===== src/rtl/cpu_clk_pkg.sv =====
// Shared FSM state type and default timing constants for the CPU clock controller.
package cpu_clk_pkg;

    typedef enum logic [2:0] {
        StIdle,
        StStepHi,
        StStepLo,
        StRunHi,
        StRunLo
    } clk_state_e;

    localparam int unsigned DefDebounceCycles = 500000;
    localparam int unsigned DefPulseHigh      = 4;
    localparam int unsigned DefPulseLow       = 4;
    localparam int unsigned DefRunDiv         = 25000000;

    function automatic int unsigned max_u(input int unsigned a, input int unsigned b);
        return (a > b) ? a : b;
    endfunction

endpackage


===== src/rtl/key_debounce.sv =====
// Synchronises an active-low key, accepts a level only after it has been stable long
// enough, and strobes press for one cycle on each accepted release-to-press transition.
module key_debounce
    import cpu_clk_pkg::*;
#(
    parameter int unsigned DEBOUNCE_CYCLES = DefDebounceCycles
) (
    input  logic clock,
    input  logic reset,
    input  logic key_raw,
    output logic press
);

    localparam int unsigned CntW = (DEBOUNCE_CYCLES > 1) ? $clog2(DEBOUNCE_CYCLES) : 1;
    localparam logic [CntW-1:0] CntMax = CntW'(DEBOUNCE_CYCLES - 1);

    logic [1:0]      sync_q;
    logic            level_q;
    logic [CntW-1:0] cnt_q;
    logic            press_q;

    always_ff @(posedge clock or negedge reset) begin
        if (!reset) begin
            sync_q  <= 2'b11;
            level_q <= 1'b1;
            cnt_q   <= '0;
            press_q <= 1'b0;
        end else begin
            sync_q  <= {sync_q[0], key_raw};
            press_q <= 1'b0;
            if (sync_q[1] != level_q) begin
                if (cnt_q == CntMax) begin
                    level_q <= sync_q[1];
                    cnt_q   <= '0;
                    press_q <= ~sync_q[1];  // only the falling (pressed) edge is an event
                end else begin
                    cnt_q <= cnt_q + CntW'(1);
                end
            end else begin
                cnt_q <= '0;
            end
        end
    end

    assign press = press_q;

endmodule


===== src/rtl/cpu_clock_ctrl.sv =====
// Single-step / free-running clock source for the multicycle CPU, with halt and edge count.
// Define CLKCTRL_BURST_EN to add sw_burst and BURST_LEN-pulse bursts per press.
module cpu_clock_ctrl
    import cpu_clk_pkg::*;
#(
    parameter int unsigned DEBOUNCE_CYCLES = DefDebounceCycles,
    parameter int unsigned PULSE_HIGH      = DefPulseHigh,
    parameter int unsigned PULSE_LOW       = DefPulseLow,
    parameter int unsigned RUN_DIV         = DefRunDiv,
`ifdef CLKCTRL_BURST_EN
    parameter int unsigned CNT_W           = 16,
    parameter int unsigned BURST_LEN       = 8
`else
    parameter int unsigned CNT_W           = 16
`endif
) (
    input  logic             clock,
    input  logic             reset,
    input  logic             key_step,
    input  logic             sw_run,
    input  logic             halt_in,
`ifdef CLKCTRL_BURST_EN
    input  logic             sw_burst,
`endif
    output logic             cpu_clock,
    output logic             running,
    output logic             busy,
    output logic [CNT_W-1:0] step_count
);

    localparam int unsigned RunHigh  = RUN_DIV / 2;
    localparam int unsigned RunLow   = RUN_DIV - RunHigh;
    localparam int unsigned PhaseMax = max_u(max_u(PULSE_HIGH, PULSE_LOW), RunLow);
    localparam int unsigned PhaseW   = (PhaseMax > 1) ? $clog2(PhaseMax) : 1;

    localparam logic [PhaseW-1:0] StepHiLast = PhaseW'(PULSE_HIGH - 1);
    localparam logic [PhaseW-1:0] StepLoLast = PhaseW'(PULSE_LOW - 1);
    localparam logic [PhaseW-1:0] RunHiLast  = PhaseW'(RunHigh - 1);
    localparam logic [PhaseW-1:0] RunLoLast  = PhaseW'(RunLow - 1);

    clk_state_e        state_q;
    logic [PhaseW-1:0] phase_q;
    logic              cpu_clock_q;
    logic              busy_q;
    logic              running_q;
    logic [CNT_W-1:0]  step_count_q;
    logic [1:0]        run_sync_q;
    logic              press;

    key_debounce #(
        .DEBOUNCE_CYCLES(DEBOUNCE_CYCLES)
    ) u_key_debounce (
        .clock  (clock),
        .reset  (reset),
        .key_raw(key_step),
        .press  (press)
    );

    always_ff @(posedge clock or negedge reset) begin
        if (!reset) begin
            run_sync_q <= 2'b00;
        end else begin
            run_sync_q <= {run_sync_q[0], sw_run};
        end
    end

`ifdef CLKCTRL_BURST_EN
    localparam int unsigned BurstW = (BURST_LEN > 1) ? $clog2(BURST_LEN) : 1;

    logic [1:0]        burst_sync_q;
    logic [BurstW-1:0] burst_q;  // pulses still owed after the current one

    always_ff @(posedge clock or negedge reset) begin
        if (!reset) begin
            burst_sync_q <= 2'b00;
        end else begin
            burst_sync_q <= {burst_sync_q[0], sw_burst};
        end
    end
`endif

    always_ff @(posedge clock or negedge reset) begin
        if (!reset) begin
            state_q      <= StIdle;
            phase_q      <= '0;
            cpu_clock_q  <= 1'b0;
            busy_q       <= 1'b0;
            running_q    <= 1'b0;
            step_count_q <= '0;
`ifdef CLKCTRL_BURST_EN
            burst_q      <= '0;
`endif
        end else begin
            case (state_q)
                StIdle: begin
                    if (run_sync_q[1] && !halt_in) begin
                        state_q      <= StRunHi;
                        cpu_clock_q  <= 1'b1;
                        busy_q       <= 1'b1;
                        running_q    <= 1'b1;
                        step_count_q <= step_count_q + CNT_W'(1);
                    end else if (press) begin
                        state_q      <= StStepHi;
                        cpu_clock_q  <= 1'b1;
                        busy_q       <= 1'b1;
                        step_count_q <= step_count_q + CNT_W'(1);
`ifdef CLKCTRL_BURST_EN
                        burst_q      <= burst_sync_q[1] ? BurstW'(BURST_LEN - 1) : '0;
`endif
                    end
                end
                StStepHi: begin
                    if (phase_q == StepHiLast) begin
                        state_q     <= StStepLo;
                        phase_q     <= '0;
                        cpu_clock_q <= 1'b0;
                    end else begin
                        phase_q <= phase_q + PhaseW'(1);
                    end
                end
                StStepLo: begin
                    if (phase_q == StepLoLast) begin
                        phase_q <= '0;
`ifdef CLKCTRL_BURST_EN
                        if (burst_q != '0 && !halt_in) begin
                            state_q      <= StStepHi;
                            cpu_clock_q  <= 1'b1;
                            step_count_q <= step_count_q + CNT_W'(1);
                            burst_q      <= burst_q - BurstW'(1);
                        end else begin
                            state_q <= StIdle;
                            busy_q  <= 1'b0;
                            burst_q <= '0;
                        end
`else
                        state_q <= StIdle;
                        busy_q  <= 1'b0;
`endif
                    end else begin
                        phase_q <= phase_q + PhaseW'(1);
                    end
                end
                StRunHi: begin
                    if (phase_q == RunHiLast) begin
                        state_q     <= StRunLo;
                        phase_q     <= '0;
                        cpu_clock_q <= 1'b0;
                    end else begin
                        phase_q <= phase_q + PhaseW'(1);
                    end
                end
                StRunLo: begin
                    if (phase_q == RunLoLast) begin
                        phase_q <= '0;
                        if (run_sync_q[1] && !halt_in) begin
                            state_q      <= StRunHi;
                            cpu_clock_q  <= 1'b1;
                            step_count_q <= step_count_q + CNT_W'(1);
                        end else begin
                            state_q   <= StIdle;
                            busy_q    <= 1'b0;
                            running_q <= 1'b0;
                        end
                    end else begin
                        phase_q <= phase_q + PhaseW'(1);
                    end
                end
                default: begin
                    state_q     <= StIdle;
                    phase_q     <= '0;
                    cpu_clock_q <= 1'b0;
                    busy_q      <= 1'b0;
                    running_q   <= 1'b0;
                end
            endcase
        end
    end

    assign cpu_clock  = cpu_clock_q;
    assign busy       = busy_q;
    assign running    = running_q;
    assign step_count = step_count_q;

endmodule


===== config.mk =====
export PLATFORM = sky130hd
export DESIGN_NAME = cpu_clock_ctrl
export DESIGN_NICKNAME = d
export VERILOG_FILES = /design/src/rtl/cpu_clk_pkg.sv /design/src/rtl/key_debounce.sv /design/src/rtl/cpu_clock_ctrl.sv
export SDC_FILE = /design/constraint.sdc
export NUM_CORES = 1
export LEC_CHECK = 0
export ABC_AREA = 1
export BUFFER_PORTS_ARGS = -buffer_cell sky130_fd_sc_hd__buf_2
export CORE_AREA = 4 4 102 104
export CTS_BUF_LIST = sky130_fd_sc_hd__clkbuf_4 sky130_fd_sc_hd__clkbuf_8
export DETAILED_ROUTE_END_ITERATION = 6
export DIE_AREA = 0 0 106 108
export SYNTH_ARGS = -nofsm -noshare
export SYNTH_HDL_FRONTEND = slang
export SYNTH_SLANG_ARGS = --single-unit

===== constraint.sdc =====
create_clock -name clock -period 3.9 [get_ports clock]
set_input_delay 0.195 -clock clock [delete_from_list [all_inputs] [get_ports clock]]
set_output_delay 0.195 -clock clock [all_outputs]
set_load 0.02 [all_outputs]

==> metrics.cfg, run 1 <==
[outcome]
status=finished clean

[worst_setup_path]
end_kind=register
crit_arrival_ps=2360
startpoint_type=register
crit_fanout=21
critPathKind=reg2reg
required_ps=4120

[detailed_routing]
via_count=3669
wl_per_cell_um=12.80
drc=0
drtPass1Iterations=4
dr.first_iter.drc_count=216
ant_nets=0
routed_wirelength_um=9513
vias_per_cell=4.938

[layout]
syn_to_final_growth_pct=11.76
final_nets=613
stdcell_area_um2=4721
final_cells=743
fillers=997
drive_above_1_share_pct=12.95
antenna_cells=0
final_util_pct=49.44

[clock_tree]
htreeDepth=3
cts.sinks=71
cts_buffer_depth=2
cts_tree=done
clk_latency_ps=360
numCtsBuffers=9
cts_resized=0
post-cts-setup-buffers=0
cts_hold_buf=3
clk_pin_slew_ps=80
clock-root-buffer=clkbuf_8

[yosys]
synth_simple_gate_area_share_pct=39.25
ys_ff_latch=71
yosys.cell_count.top_type=nand2_1
synth.net_count=583
syn_area_um2=4224
synth_edf_count=0
synth.distinct_cells=34
synth_common_cells=151 x nand2_1, 89 x nor2_1, 68 x dfrtp_1
synthCells=575
synth_top_family_by_area=simple AND/OR/NAND/NOR gates
async_flop_share_pct=100.0
ys_warn_count=0
synth_top_area_share_pct=40.28
synth_top_flop_cell=dfrtp_1
synth_top_cell_by_area=dfrtp_1
synthTopCellsByArea=dfrtp_1 40%, nand2_1 13%, nor2_1 7.9%
synth_compound_area_share_pct=3.229
synth_xor_area_share_pct=7.879
synth_fa_ha_area_share_pct=0.8886
synth_mux_area_share_pct=0
synth.avg_cell_area_um2=7.346
seq_area_frac_synth_pct=42.15

[place]
io_buffers=23
gp_congestion=0.8907
pre_cts_slack_ps=1736
hpwlAfterDp_um=6994
dp_cells=724
placed_area_um2=4462

[power]
power_density_nw_per_um2=307.1
swShare_pct=22.10
total_power_mw=1.450
net-switching-power_mw=0.3205
p_int_mw=1.129
pwr-share-clk_pct=46.5
combPwrFrac_pct=2.2
ir_drop_mv=0.2442
p_leak_nw=2.126
p_seq_share_pct=51.3

[grt]
track_usage_pct=17.99
grt_pass1_wl_um=16500
grt_max_degree=72
overflow=0
antenna_found_initial=0
grt_pass1_vias=3655

[timing]
timing.setup.tns_ps=0
period_minus_slack_ps=2142
whs_ps=273.5
setup_viol=0
fmax_ghz=0.4669
max-slew-margin-rel_pct=39.76
hold_viol=0
drv_slew=0
setup_slack_ps=1758
finClkSkew_ps=12.61
rsz0062_at_grt=false
final.period_utilization_pct=54.92
worst-slew-pin-transition_ps=903.6

[floorplanning]
coreArea_um2=9549
initial_core_util_pct=44.23
io_pins=24
dieHeight_um=108
rows=36
die_x_um=106
dieArea_um2=11450

[flow_run]
cap_violations=0

[min_path]
worstHoldPathType=in2reg

==> layout by cell type, fill, tap and decap left out, types with 2 or more instances in the layout <==
| cell type | Yosys | layout |
|---|---|---|
| nand4_1 | 15 | 15 |
| dlygate4sd3_1 | 0 | 3 |
| nor3b_1 | 2 | 2 |
| nand3_1 | 50 | 50 |
| nand4_2 | 2 | 2 |
| clkinv_4 | 0 | 2 |
| or2_2 | 2 | 2 |
| nor2_2 | 15 | 15 |
| nand2_2 | 6 | 6 |
| dfrtp_1 | 68 | 68 |
| nand2_1 | 151 | 151 |
| bufinv_16 | 0 | 2 |
| ha_1 | 3 | 3 |
| o21ai_1 | 12 | 12 |
| nor3_1 | 26 | 26 |
| xor2_1 | 29 | 29 |
| nand2_4 | 2 | 2 |
| o21ai_0 | 8 | 8 |
| nand3b_1 | 3 | 3 |
| nor2_1 | 89 | 89 |
| dfstp_2 | 3 | 3 |
| clkbuf_8 | 0 | 10 |
| xnor2_1 | 9 | 9 |
| a21oi_1 | 3 | 3 |
| inv_1 | 56 | 56 |
| inv_2 | 6 | 6 |
| buf_2 | 1 | 22 |
==> cell families after synthesis <==
group,count (synthesis)
flip-flops,71
AND/OR/NAND/NOR,368
XOR/XNOR,38
AO/OA/AOI/OAI,26
buffers and inverters,69
adder cells (fa/ha/maj),3
==> worst paths after layout <==
path / from / endpoint / slack [ps] / cells after the start
setup / recovery: phase_q[0] / step_count[7] / 1760 / 8
hold / removal: halt_in / running / 270 / 4
setup reg to reg: phase_q[0] / step_count[7] / 1760 / 8
hold reg to reg: run_sync_q[0] / run_sync_q[1] / 350 / 0
max in group asynchronous: reset / phase_q[13] / 2800 / 2
min in group asynchronous: reset / phase_q[7] / 520 / 2
==> power groups by stage <==
| stage | clock (mW) | sequential (mW) | combinational (mW) |
|---|---|---|---|
| 2_1_floorplan | 0 | 0.758 | 0.0110 |
| 6_report | 0.674 | 0.744 | 0.0320 |
| 3_5_place_dp | 0 | 0.758 | 0.0313 |
| 4_1_cts | 0.700 | 0.744 | 0.0340 |
| 5_1_grt | 0.734 | 0.745 | 0.0382 |
| 3_3_place_gp | 0 | 0.758 | 0.0311 |
==> critical path, cell delays in order, from the launching register on <==
cell     delay (ps)
dfrtp_1         390
ha_1            260
nand3_1         160
nor2_2          140
nand3_2         110
nand2_2         120
nand2_1          70
nor2_2          580
o21ai_0         160
==> routing by layer <==
layer	up-vias	routed length [um]	global-route usage [%]	share of wire (%)
met5	-	0	0	0
met4	0	155	6.753	1.6
met3	10	302	5.194	3.2
met2	55	4615	30.46	49
met1	1720	4440	21.86	47
li1	1884	-	-	-
==> sequential cells by signal (all words and copies together), names as in the netlist <==
register                cells
phase_q                    24
u_key_debounce.cnt_q       19
step_count                 16
state_q                     3
run_sync_q                  2
u_key_debounce.sync_q       2
busy                        1
cpu_clock                   1
running                     1
u_key_debounce.level_q      1
u_key_debounce.press        1
==> cell type report <==
type                    instances  area (um2)  area share, %
clock inverters                 6       91.34          1.935
repair buffers                 26       147.6          3.127
flip-flops and latches         71        1780          37.72
multi-input cells             435        2165          45.85
inverters                      62       232.7          4.930
clock buffers                  10       137.6          2.915
well taps                     133       166.4          3.525
Power figures use the tool's default switching activity.
==> run 2: changes to the inputs <==
ABC_AREA = 0   (was 1)
CORE_AREA = 4 4 96 98   (was 4 4 102 104)
DIE_AREA = 0 0 100 102   (was 0 0 106 108)
clock period = 2.1 ns   (was 3.9 ns; I/O delays follow)
==> run 2 against run 1 <==
Net effect:
- non-clock buffer count up 28
- hold slack better by 41 ps
- clock-buffer cell count unchanged
- clock skew up 0.79 ps
- clock power up 74%
- area after synthesis down 13%
- sequential power up 120%
- register-to-register slack worse by 1800 ps
- critical path type unchanged
- largest cell class unchanged
- total power rose to 2.8 times the previous value
- cell count down 29%
==> metrics.cfg, run 2 <==
[outcome]
status=finished clean  ; unchanged

[place]
dp_cells=501  ; was 724
gp_congestion=0.8062  ; was 0.8907
placed_area_um2=4065  ; was 4462 um2
hpwlAfterDp_um=5215  ; was 6994 um
io_buffers=23  ; unchanged

[yosys]
synth.distinct_cells=59  ; was 34
syn_area_um2=3664  ; was 4224 um2
yosys.cell_count.top_type=dfrtp_1  ; was nand2_1
synth_top_area_share_pct=46.45  ; was 40.28%
ys_warn_count=0  ; unchanged
synthTopCellsByArea=dfrtp_1 46%, xor2_1 7.4%, nor2_1 5.3%  ; was dfrtp_1 40%, nand2_1 13%, nor2_1 7.9%
synth.net_count=360  ; was 583
ys_ff_latch=71  ; unchanged
synth_common_cells=68 x dfrtp_1, 52 x nor2_1, 32 x nand2_1  ; was 151 x nand2_1, 89 x nor2_1, 68 x dfrtp_1
synth.avg_cell_area_um2=10.41  ; was 7.346 um2
async_flop_share_pct=100.0  ; unchanged
synth_top_flop_cell=dfrtp_1  ; unchanged
synthCells=352  ; was 575
synth_edf_count=0  ; unchanged
synth_top_cell_by_area=dfrtp_1  ; unchanged
seq_area_frac_synth_pct=48.60  ; was 42.15%

[clock_tree]
cts_buffer_depth=2  ; unchanged
htreeDepth=3  ; unchanged
clk_latency_ps=350  ; was 360 ps
cts.sinks=71  ; unchanged
clock-root-buffer=clkbuf_8  ; unchanged
numCtsBuffers=9  ; unchanged
cts_tree=done  ; unchanged
clk_pin_slew_ps=90  ; was 80 ps

[timing]
rsz0062_at_grt=true  ; was false
worst-slew-pin-transition_ps=413.4  ; was 903.6 ps
max-slew-margin-rel_pct=72.21  ; was 39.76%
finClkSkew_ps=13.41  ; was 12.61 ps
final.period_utilization_pct=99.70  ; was 54.92%
hold_viol=0  ; unchanged
fmax_ghz=0.4776  ; was 0.4669 GHz
timing.setup.tns_ps=0  ; unchanged
period_minus_slack_ps=2094  ; was 2142 ps
drv_slew=0  ; unchanged
setup_viol=0  ; unchanged

[grt]
grt_pass1_vias=2624  ; was 3655
grt_max_degree=72  ; unchanged
grt_pass1_wl_um=12440  ; was 16500 um
overflow=0  ; unchanged
antenna_found_initial=0  ; unchanged
track_usage_pct=15.37  ; was 17.99%

[worst_setup_path]
crit_fanout=5  ; was 21
r2r-start=phase_q[1]  ; was phase_q[0]
crit_chain=ha_4 -> nor4b_4 -> nand4_4 -> o2111ai_4 -> o211ai_4 -> nor4_2 -> xor2_1  ; was ha_1 -> nand3_1 -> nor2_2 -> nand3_2 -> nand2_2 -> nand2_1 -> nor2_2 -> o21ai_0
startpoint_type=register  ; unchanged
r2r_cells=7  ; was 8
end_kind=register  ; unchanged
slowest_delay_ps=420  ; was 580 ps
reg2reg_to=step_count[10]  ; was step_count[7]
critPathKind=reg2reg  ; unchanged
reg2reg_slack_ps=6  ; was 1760 ps
slowest_stage=dfrtp_1  ; was nor2_2
required_ps=2370  ; was 4120 ps
crit_arrival_ps=2370  ; was 2360 ps

[detailed_routing]
drc=0  ; unchanged
wl_per_cell_um=14.56  ; was 12.80 um
routed_wirelength_um=7632  ; was 9513 um
via_count=2727  ; was 3669
vias_per_cell=5.204  ; was 4.938
dr.first_iter.drc_count=92  ; was 216
ant_nets=0  ; unchanged
drtPass1Iterations=4  ; unchanged

[layout]
syn_to_final_growth_pct=22.30  ; was 11.76%
final_cells=524  ; was 743
drive_above_1_share_pct=26.68  ; was 12.95%
fillers=735  ; was 997
final_nets=419  ; was 613
final_cell_mix=67 x dfrtp_1, 52 x nor2_1, 32 x nand2_1, 31 x xor2_1, 27 x buf_4  ; was 151 x nand2_1, 89 x nor2_1, 68 x dfrtp_1, 56 x inv_1, 50 x nand3_1
layout_commonest_cell=dfrtp_1  ; was nand2_1
stdcell_area_um2=4481  ; was 4721 um2
largest_register_ffs=24  ; unchanged
largest_register=phase_q  ; unchanged
antenna_cells=0  ; unchanged

[power]
p_leak_nw=2.081  ; was 2.126 nW
power_density_nw_per_um2=920.1  ; was 307.1 nW/um2
ir_drop_mv=0.7234  ; was 0.2442 mV

[floorplanning]
io_pins=24  ; unchanged
initial_core_util_pct=43.28  ; was 44.23%
die_x_um=100  ; was 106 um
dieArea_um2=10200  ; was 11450 um2
dieHeight_um=102  ; was 108 um
rows=34  ; was 36
coreArea_um2=8466  ; was 9549 um2

[flow_run]
cap_violations=0  ; unchanged

[min_path]
worstHoldPathType=in2async  ; was in2reg

==> run 2: cell count changes after synthesis, sizes merged, moves of 4 or more <==
cell / change
o22ai: +4
nand2: -127
nand3: -27
o21ai: -14
nor4: +10
nor4b: +4
inv: -56
xnor2: +12
nor3: -19
and4: +6
nor2: -50
and3: +14
==> run 2: through the flow <==
step	hold slack, ps	power [mW]	util (%)	worst slack [ps]
5_1_grt	334.2	4.371	52.93	-104.3
3_3_place_gp	150.0	2.764	48.02	24.55
2_1_floorplan	-190.6	2.389	-	75.30
3_5_place_dp	152.6	2.780	48.02	-13.94
4_1_cts	319.2	3.975	50.96	-26.89
6_report	314.7	4.122	52.93	6.197
==> run 2: layout make-up <==
cell class	instances	area (um2)	area share, %
multi-input cells	269	1954	43.62
flip-flops and latches	71	1782	39.77
repair buffers	54	374.1	8.350
clock buffers	10	137.6	3.072
well taps	108	135.1	3.016
clock inverters	6	75.07	1.676
inverters	6	22.52	0.5027
==> run 2: where the power goes <==
part / total [mW] / internal [mW] / switching [mW]
clock: 1.17 / 0.602 / 0.563
sequential: 1.67 / 1.49 / 0.172
combinational: 1.29 / 0.552 / 0.740
==> run 2: worst max-delay path by stage <==
| stage | from | end | slack, ps | cells after the start |
|---|---|---|---|---|
| 2_1_floorplan | phase_q[0] | state_q[1] | 80 | 7 |
| 3_3_place_gp | phase_q[11] | step_count[11] | 20 | 6 |
| 3_5_place_dp | phase_q[1] | step_count[8] | -10 | 7 |
| 4_1_cts | phase_q[1] | step_count[11] | -30 | 7 |
| 5_1_grt | phase_q[1] | step_count[12] | -100 | 8 |
| 6_report | phase_q[1] | step_count[10] | 6 | 7 |
==> run 2: timing repair <==
item                                    4_1_cts  5_1_grt
hold buffers                                  3        0
endpoints found under the setup margin        5       42
gates resized for setup                       1       19
hold endpoints to repair                     70        0
pin swaps                                     0        3
cloned                                        0        1
buffers inserted                              0        3
==> run 2: cells by family after synthesis <==
kind of cell               share of synthesized area (%)
muxes                                              1.195
xor gates and xnor gates                           12.43
adders and majority gates                          1.298
AOI/OAI and AO/OA                                  6.045
buffers and inverters                              2.015
and+or+nand+nor                                    28.42
DFF                                                48.60
==> run 2: critical path, delay by kind of cell (launching register included) <==
kind | cells | cell delay [ps]
compound gates | 2 | 460
xor+xnor | 1 | 200
fa+ha+maj | 1 | 170
flops | 1 | 420
simple gates | 3 | 770
==> run 2: metal layers <==
metal	GRT usage (%)	share of wire, %	vias up
met1	19.88	47	1328
met3	3.549	2.7	10
li1	-	-	1354
met5	0	0	-
met2	25.14	48	35
met4	6.114	1.5	0
==> run 3: changes to the inputs <==
RECOVER_POWER = 25   (was unset)
==> run 3 against run 2 <==
Net effect:
- sequential share of layout area increased by 0.11 points
- hold slack gained 23 ps
- critical path type unchanged
- highest routed layer unchanged
- first-iteration DRC count is 6.5% higher
==> metrics.cfg, run 3 (same netlist as run 2, synthesis figures left out) <==
[min_path]
hold_start=halt_in
hold_depth=5
min_to=running
worstHoldPathType=in2reg  ; was in2async

[clock_tree]
cts.sinks=71  ; unchanged
clk_latency_ps=350  ; about the same
clk_pin_slew_ps=90  ; about the same
clock-root-buffer=clkbuf_8  ; unchanged
numCtsBuffers=9  ; unchanged
cts_buffer_depth=2  ; unchanged
cts_tree=done  ; unchanged
htreeDepth=3  ; unchanged

[place]
hpwlAfterDp_um=5215  ; unchanged
placed_area_um2=4065  ; unchanged
pre_cts_slack_ps=-13.94  ; unchanged
io_buffers=23  ; unchanged
gp_congestion=0.8062  ; unchanged

[detailed_routing]
routed_wirelength_um=7629  ; was 7632 um
wl_per_cell_um=14.56  ; about the same
dr.max_layer_used=met4  ; unchanged
dr_wl_met3_um=208  ; unchanged
drc=0  ; unchanged
dr.first_iter.drc_count=98  ; was 92
vias_per_cell=5.200  ; was 5.204
drtPass1Iterations=4  ; unchanged
met2_wirelength_um=3701  ; was 3700 um
ant_nets=0  ; unchanged
met1_length_um=3607  ; was 3611 um
via_count=2725  ; was 2727

[timing]
drv_slew=0  ; unchanged
fmax_ghz=0.4778  ; was 0.4776 GHz
rsz0062_at_grt=true  ; unchanged
finClkSkew_ps=13.39  ; was 13.41 ps
worst-slew-pin-transition_ps=959.6  ; was 413.4 ps
setup_viol=0  ; unchanged
hold_viol=0  ; unchanged
period_minus_slack_ps=2093  ; was 2094 ps
setup_slack_ps=6.974  ; was 6.197 ps
final.period_utilization_pct=99.67  ; was 99.70%
max-slew-margin-rel_pct=36.03  ; was 72.21%
timing.setup.tns_ps=0  ; unchanged

[grt]
antenna_found_initial=0  ; unchanged
grt_pass1_vias=2624  ; unchanged
grt_pass1_wl_um=12440  ; unchanged
track_usage_pct=15.37  ; unchanged
overflow=0  ; unchanged
grt_max_degree=72  ; unchanged

[power]
p_seq_share_pct=40.4  ; about the same
total_power_mw=4.119  ; was 4.122 mW
ir_drop_mv=0.7234  ; about the same
net-switching-power_mw=1.474  ; was 1.475 mW
combPwrFrac_pct=31.3  ; about the same
swShare_pct=35.79  ; was 35.78%
p_int_mw=2.644  ; was 2.647 mW
power_density_nw_per_um2=921.8  ; was 920.1 nW/um2
pwr-share-clk_pct=28.3  ; about the same
p_leak_nw=2.076  ; was 2.081 nW

[worst_setup_path]
reg2reg_to=step_count[10]  ; unchanged
r2r-start=phase_q[1]  ; unchanged
critPathKind=reg2reg  ; unchanged
r2r_cells=7  ; unchanged
crit_arrival_ps=2370  ; about the same
reg2reg_slack_ps=7  ; was 6 ps
required_ps=2370  ; about the same
crit_fanout=5  ; unchanged
end_kind=register  ; unchanged
startpoint_type=register  ; unchanged

[layout]
stdcell_area_um2=4468  ; was 4481 um2
final_util_pct=52.78  ; was 52.93%
largest_register=phase_q  ; unchanged
drive_above_1_share_pct=26.68  ; unchanged
multiInputGateArea_um2=1954  ; unchanged
final_cell_mix=67 x dfrtp_1, 52 x nor2_1, 32 x nand2_1, 31 x xor2_1, 26 x buf_4  ; was 67 x dfrtp_1, 52 x nor2_1, 32 x nand2_1, 31 x xor2_1, 27 x buf_4
largest_register_ffs=24  ; unchanged
layout_commonest_cell=dfrtp_1  ; unchanged
regArea_um2=1782  ; unchanged
final_nets=419  ; unchanged
antenna_cells=0  ; unchanged
syn_to_final_growth_pct=21.96  ; was 22.30%
fillers=737  ; was 735

[floorplanning]
die_x_um=100  ; unchanged
dieHeight_um=102  ; unchanged
coreArea_um2=8466  ; unchanged
initial_core_util_pct=43.28  ; unchanged
io_pins=24  ; unchanged
rows=34  ; unchanged
dieArea_um2=10200  ; unchanged

[flow_run]
cap_violations=0  ; unchanged

[outcome]
status=finished clean  ; unchanged

==> run 3: layout make-up <==
class	instances	share of cell area, %
clock buffers	10	3.080
clock inverters	6	1.680
inverters	6	0.5041
multi-input cells	269	43.74
flip-flops and latches	71	39.88
well taps	108	3.024
repair buffers	54	8.093
==> run 3: worst max-delay path, stage by stage, from the launching register on <==
cell and delay [ps]:
dfrtp_1 420, ha_4 170, nor4b_4 250, nand4_4 180
o2111ai_4 280, o211ai_4 180, nor4_2 340, xor2_1 200
==> run 3: power by group through the flow <==
stage / logic [mW] / registers, mW / clock network, mW
after floorplan: 0.680 / 1.71 / 0
after global routing: 1.42 / 1.68 / 1.26
after global placement: 1.09 / 1.67 / 0
final: 1.29 / 1.67 / 1.17
after CTS: 1.12 / 1.65 / 1.21
after detailed placement: 1.11 / 1.67 / 0
==> run 3: worst max path at each step <==
| stage | start | to | cells past startpoint |
|---|---|---|---|
| floorplan | phase_q[0] | state_q[1] | 7 |
| global placement | phase_q[11] | step_count[11] | 6 |
| detailed placement | phase_q[1] | step_count[8] | 7 |
| CTS | phase_q[1] | step_count[11] | 7 |
| global route | phase_q[1] | step_count[12] | 8 |
| finish | phase_q[1] | step_count[10] | 7 |
==> run 3: timing repair <==
action                                  in CTS  in global routing
hold endpoints to repair                    70                  0
hold buffers                                 3                  0
endpoints found under the setup margin       5                 42
gates cloned                                 0                  1
pin swaps                                    0                  3
resized for setup                            1                 19
setup buffers                                0                  3
==> run 3: through the flow <==
step | cells | hold WS [ps]
finish | 524 | 337.9
global route | 524 | 353.2
CTS | 520 | 319.2
detailed placement | 501 | 152.6
global placement | 501 | 150.0
floorplan | 352 | -190.6
==> run 3: routing by layer <==
| metal | global-route usage, % | vias to the layer above |
|---|---|---|
| li1 | - | 1354 |
| met1 | 19.88 | 1326 |
| met2 | 25.14 | 35 |
| met3 | 3.549 | 10 |
| met4 | 6.114 | 0 |
| met5 | 0 | - |
